[config.mk]
export PLATFORM = sky130hd
export DESIGN_NAME = jump_offset_encoder
export DESIGN_NICKNAME = d
export VERILOG_FILES = /design/src/rtl/jump_offset_encoder.sv
export SDC_FILE = /design/constraint.sdc
export NUM_CORES = 1
export LEC_CHECK = 0
export BUFFER_PORTS_ARGS = -buffer_cell sky130_fd_sc_hd__buf_2
export CAP_MARGIN = 20
export CORE_UTILIZATION = 60
export CTS_BUF_LIST = sky130_fd_sc_hd__clkbuf_4 sky130_fd_sc_hd__clkbuf_8
export DETAILED_ROUTE_END_ITERATION = 10
export PLACE_DENSITY = 0.78
export SKIP_LAST_GASP = 1
export SYNTH_ARGS = -nofsm -noshare
export SYNTH_HDL_FRONTEND = slang
export SYNTH_SLANG_ARGS = --single-unit
[constraint.sdc]
create_clock -name clk -period 4.1 [get_ports clk]
set_clock_uncertainty 0.1 [all_clocks]
set_input_delay 0 -clock clk [delete_from_list [all_inputs] [get_ports clk]]
set_output_delay 0 -clock clk [all_outputs]
set_load 0.03 [all_outputs]
[src/rtl/jump_offset_encoder.sv]
// jump_offset_encoder
//   Reverse lookup for relative-jump offsets. It holds a writable table of
//   N signed D-bit offsets. A query searches the table one entry per cycle
//   and returns the lowest index whose valid entry equals the query offset,
//   or reports a miss.
//
// Ports:
//   clk       rising-edge clock
//   rst_n     asynchronous active-low reset
//   wr_en     table write strobe (accepted in any FSM state)
//   wr_addr   table entry to write
//   wr_data   offset to store; the write also marks the entry valid
//   q_valid   query request
//   q_ready   block can accept a query (IDLE only)
//   q_offset  offset to search for, captured on acceptance
//   r_valid   result available (RESP)
//   r_ready   consumer accepts the result
//   r_hit     1 = match found, 0 = miss
//   r_index   lowest matching index, 0 on miss
//   busy      FSM is not in IDLE
module jump_offset_encoder #(
  parameter int D  = 12,
  parameter int AW = 6,
  parameter int N  = 64
) (
  input  logic          clk,
  input  logic          rst_n,
  input  logic          wr_en,
  input  logic [AW-1:0] wr_addr,
  input  logic [D-1:0]  wr_data,
  input  logic          q_valid,
  output logic          q_ready,
  input  logic [D-1:0]  q_offset,
  output logic          r_valid,
  input  logic          r_ready,
  output logic          r_hit,
  output logic [AW-1:0] r_index,
  output logic          busy
);

  typedef enum logic [1:0] {
    IDLE,
    SCAN,
    RESP
  } state_t;

  localparam logic [AW-1:0] LAST = AW'(N - 1);

  state_t          state;
  state_t          state_next;
  logic [D-1:0]    tbl_data [N];
  logic [N-1:0]    tbl_vld;
  logic [D-1:0]    key;
  logic [AW-1:0]   idx;
  logic            armed;
  logic            hit_reg;
  logic [AW-1:0]   index_reg;
  logic            entry_match;

  // The first SCAN cycle only arms the comparator, so entry k is examined
  // in the (k+1)-th cycle after acceptance and a hit at k is reported k+2
  // cycles after acceptance. The compare reads the table as it stands in
  // that cycle, so a write landing on the same edge that ends the compare
  // is not seen.
  assign entry_match = armed && tbl_vld[idx] && (tbl_data[idx] == key);

  // Offset table: a write stores the data and marks the entry valid.
  // Reset empties the whole table, so nothing matches until it is reloaded.
  always_ff @(posedge clk or negedge rst_n) begin
    if (!rst_n) begin
      for (int j = 0; j < N; j++) begin
        tbl_data[j] <= '0;
      end
      tbl_vld <= '0;
    end else if (wr_en) begin
      tbl_data[wr_addr] <= wr_data;
      tbl_vld[wr_addr]  <= 1'b1;
    end
  end

  // Next-state logic. A query is accepted only in IDLE. SCAN ends on the
  // first match or after the last entry. RESP waits for the consumer.
  always_comb begin
    state_next = state;
    case (state)
      IDLE: if (q_valid) state_next = SCAN;
      SCAN: if (armed && (entry_match || idx == LAST)) state_next = RESP;
      RESP: if (r_ready) state_next = IDLE;
      default: state_next = IDLE;
    endcase
  end

  // State register and scan datapath. The key is captured at acceptance,
  // so later changes on q_offset do not matter. The index stops at the last
  // entry and never wraps. The result registers stay frozen through RESP.
  always_ff @(posedge clk or negedge rst_n) begin
    if (!rst_n) begin
      state     <= IDLE;
      key       <= '0;
      idx       <= '0;
      armed     <= 1'b0;
      hit_reg   <= 1'b0;
      index_reg <= '0;
    end else begin
      state <= state_next;
      case (state)
        IDLE: begin
          if (q_valid) begin
            key   <= q_offset;
            idx   <= '0;
            armed <= 1'b0;
          end
        end
        SCAN: begin
          if (!armed) begin
            armed <= 1'b1;
          end else if (entry_match) begin
            hit_reg   <= 1'b1;
            index_reg <= idx;
          end else if (idx == LAST) begin
            hit_reg   <= 1'b0;
            index_reg <= '0;
          end else begin
            idx <= idx + 1'b1;
          end
        end
        RESP: begin
          if (r_ready) begin
            hit_reg   <= 1'b0;
            index_reg <= '0;
            armed     <= 1'b0;
          end
        end
        default: ;
      endcase
    end
  end

  // Handshake and status outputs are decoded directly from the state.
  assign q_ready = (state == IDLE);
  assign r_valid = (state == RESP);
  assign busy    = (state != IDLE);
  assign r_hit   = hit_reg;
  assign r_index = index_reg;

endmodule

==> flow_metrics.tcl <==
set metrics [dict create \
    status "completed" \
    slew_violations 0 \
    r2r_cells 13 \
    port_buffers 44 \
    max_freq_mhz 248 \
    synth_top_area_cell "dfrtp_1" \
    worst_slew_pin_slew_ns 0.967 \
    yosys-top-cells-area "dfrtp_1 55%, mux2_2 22%, mux4_2 9.0%" \
    avgRoutedWirePerCell_um 27.8 \
    synth_edf_count 0 \
    critical_path_arrival_ns 4.62 \
    ys_types 58 \
    drive_above_1_share 0.474 \
    synth_seq_cells 860 \
    cts_buffer_depth 3 \
    antenna_found_initial 3 \
    setup_slack_ns 0.0731 \
    grt_max_degree 146 \
    async_reset_ff_frac 1.00 \
    tns_ns 0 \
    cts_tree "done" \
    max_stage_delay_ns 0.48 \
    netlist_instances 2715 \
    final_nets 2914 \
    track_usage 0.330 \
    yosys-top-cells-count "860 x dfrtp_1, 768 x mux2_2, 158 x mux4_2" \
    synth_top_area_share 0.546 \
    dp_cells 3504 \
    dr.pass1.iters 5 \
    syn-num-nets 2751 \
    root_buffer "clkbuf_8" \
    route.vias.total 25100 \
    gp_congestion 0.965 \
    cts_made_buffers 141 \
    finalWirelength_um 107000 \
    relSlewSlack 0.355 \
    die_w_um 258 \
    cp_max_fo 55 \
    drc 0 \
    critical_path_buf_inv_count 3 \
    drt_iter0_markers 2195 \
    peakVddDrop_v 0.000447 \
    clk_latency_ns 0.81 \
    cp_top_family "compound AO/OA/AOI/OAI gates" \
    path_cells "buf_16 > buf_4 > mux4_2 > o211ai_1 > o21ai_0 > o21ai_1 > xnor2_1 > nor4_2 > o2111ai_1 > nor4_4 > buf_4 > nor4_1 > a311o_1" \
    hold_violations 0 \
    p_per_area_nw_per_um2 615 \
    min_path_type "in2reg" \
    power.leakage_nw 21.2 \
    ant_nets 0 \
    required_ns 4.69 \
    stdcell_count 3836 \
    htree_levels 4 \
    start_util 0.609 \
    clock-sinks 860 \
    slowest_stage "dfrtp_4" \
    maxCapViolCount 0 \
    synth.most_common_cell "dfrtp_1" \
    critical_path.startpoint_type "flip-flop" \
    vias_per_cell 6.54 \
    core.rowCount 93 \
    areaGrowthSynthToFinish_pct 13.9 \
    path_class "reg2reg" \
    cp-end-kind "flip-flop" \
    netlist_area_um2 39400 \
    grt_pass1_vias 26700 \
    hold_depth 4 \
    gr-total-overflow 0 \
    holdWs_ns 0.120 \
    core_um2 64700 \
    io_pins 45 \
    crit_top_cell "buf_4" \
    pre_cts_slack_ns -0.0381 \
    nFillCells 4329 \
    grt_pass1_wl_um 164000 \
    ys_warn_count 0 \
    crit_cells 13 \
    synth.avg_cell_area_um2 14.5 \
    synth_flop_cell "dfrtp_1" \
    final-setup-viol-count 0 \
    ys_seq_area_frac 0.546 \
    die_y_um 258 \
    power_mw 27.6 \
    layout_min_cycle_time_ns 4.03 \
    dp_hpwl_um 65600 \
    path_clk_slew_ns 0.06 \
    finalCritPeriodShare 0.982 \
    dieArea_um2 66700 \
]
==> worst register-to-register path: stages (launching register included) <==
cell	delay [ns]
dfrtp_4	0.48
buf_16	0.35
buf_4	0.40
mux4_2	0.41
o211ai_1	0.23
o21ai_0	0.18
o21ai_1	0.25
xnor2_1	0.13
nor4_2	0.32
o2111ai_1	0.23
nor4_4	0.31
buf_4	0.20
nor4_1	0.05
a311o_1	0.28
==> kinds of logic after synthesis <==
group | share of synthesized area
compound gates | 0.0285
xor+xnor | 0.00445
fa+ha+maj | 0.000318
buf+inv | 0.0288
flops | 0.546
mux | 0.346
simple gates | 0.0451
==> stage by stage <==
step	utilization	area, um^2
2_1_floorplan	-	39400
3_3_place_gp	0.632	40900
3_5_place_dp	0.632	40900
4_1_cts	0.691	44700
5_1_grt	0.693	44800
6_report	0.693	44800
==> power breakdown <==
group	internal (mW)	total, mW	switching, mW
registers	9.74	10.5	0.792
logic	4.18	9.12	4.94
clock network	4.48	7.92	3.44
total	18.4	27.6	9.18
==> final timing paths <==
check,slack (ns),from,endpoint
worst min register to register,0.36,tbl_vld[17],tbl_vld[17]
worst max-delay path,0.07,idx[1],idx[0]
worst min-delay path,0.12,q_valid,armed
min in group asynchronous,0.34,rst_n,tbl_vld[11]
max in group asynchronous,2.64,rst_n,tbl_data[514]
worst max register to register,0.07,idx[1],idx[0]
==> metal layers <==
metal,wire [um],track usage
met5,13,0
met4,5240,0.176
met3,8270,0.0756
met2,50500,0.509
met1,42800,0.440
==> repair_timing <==
action | 4_1_cts | 5_1_grt
endpoints found under the setup margin | 6 | 12
hold endpoints to repair | 1324 | 76
hold buffers | 80 | 2
pin swaps | 0 | 1
setup buffers | 0 | 2
gates resized for setup | 1 | 8
==> registers in the layout (all words and copies together) (netlist names) <==
| register | flops |
|---|---|
| key | 12 |
| tbl_data | 768 |
| r_index | 6 |
| armed | 1 |
| tbl_vld | 64 |
| state | 2 |
| r_hit | 1 |
| idx | 6 |
==> cells in the final DEF, fill, tap and decap left out, drive strengths merged, types with 14 or more instances in the layout <==
cell type,n
dfrtp,860
mux2,768
clkbuf,228
buf,185
mux4,158
mux2i,143
nand2,130
dlygate4sd3,81
a22oi,61
nor2,54
nand3,40
nand2b,38
or2,38
o21ai,18
a221oi,15
inv,14
==> area by class of cell <==
| class | count | area (um^2) | share of cell area |
|---|---|---|---|
| Multi-Input combinational cell | 1602 | 16800 | 0.374 |
| Clock inverter | 18 | 160 | 0.00357 |
| Inverter | 6 | 22.5 | 0.000502 |
| Antenna cell | 1 | 2.50 | 0.0000558 |
| Timing Repair Buffer | 267 | 2420 | 0.0540 |
| Tap cell | 855 | 1070 | 0.0239 |
| Sequential cell | 860 | 21500 | 0.480 |
| Clock buffer | 227 | 2860 | 0.0638 |
No activity file was read; power rests on OpenSTA's default activity.
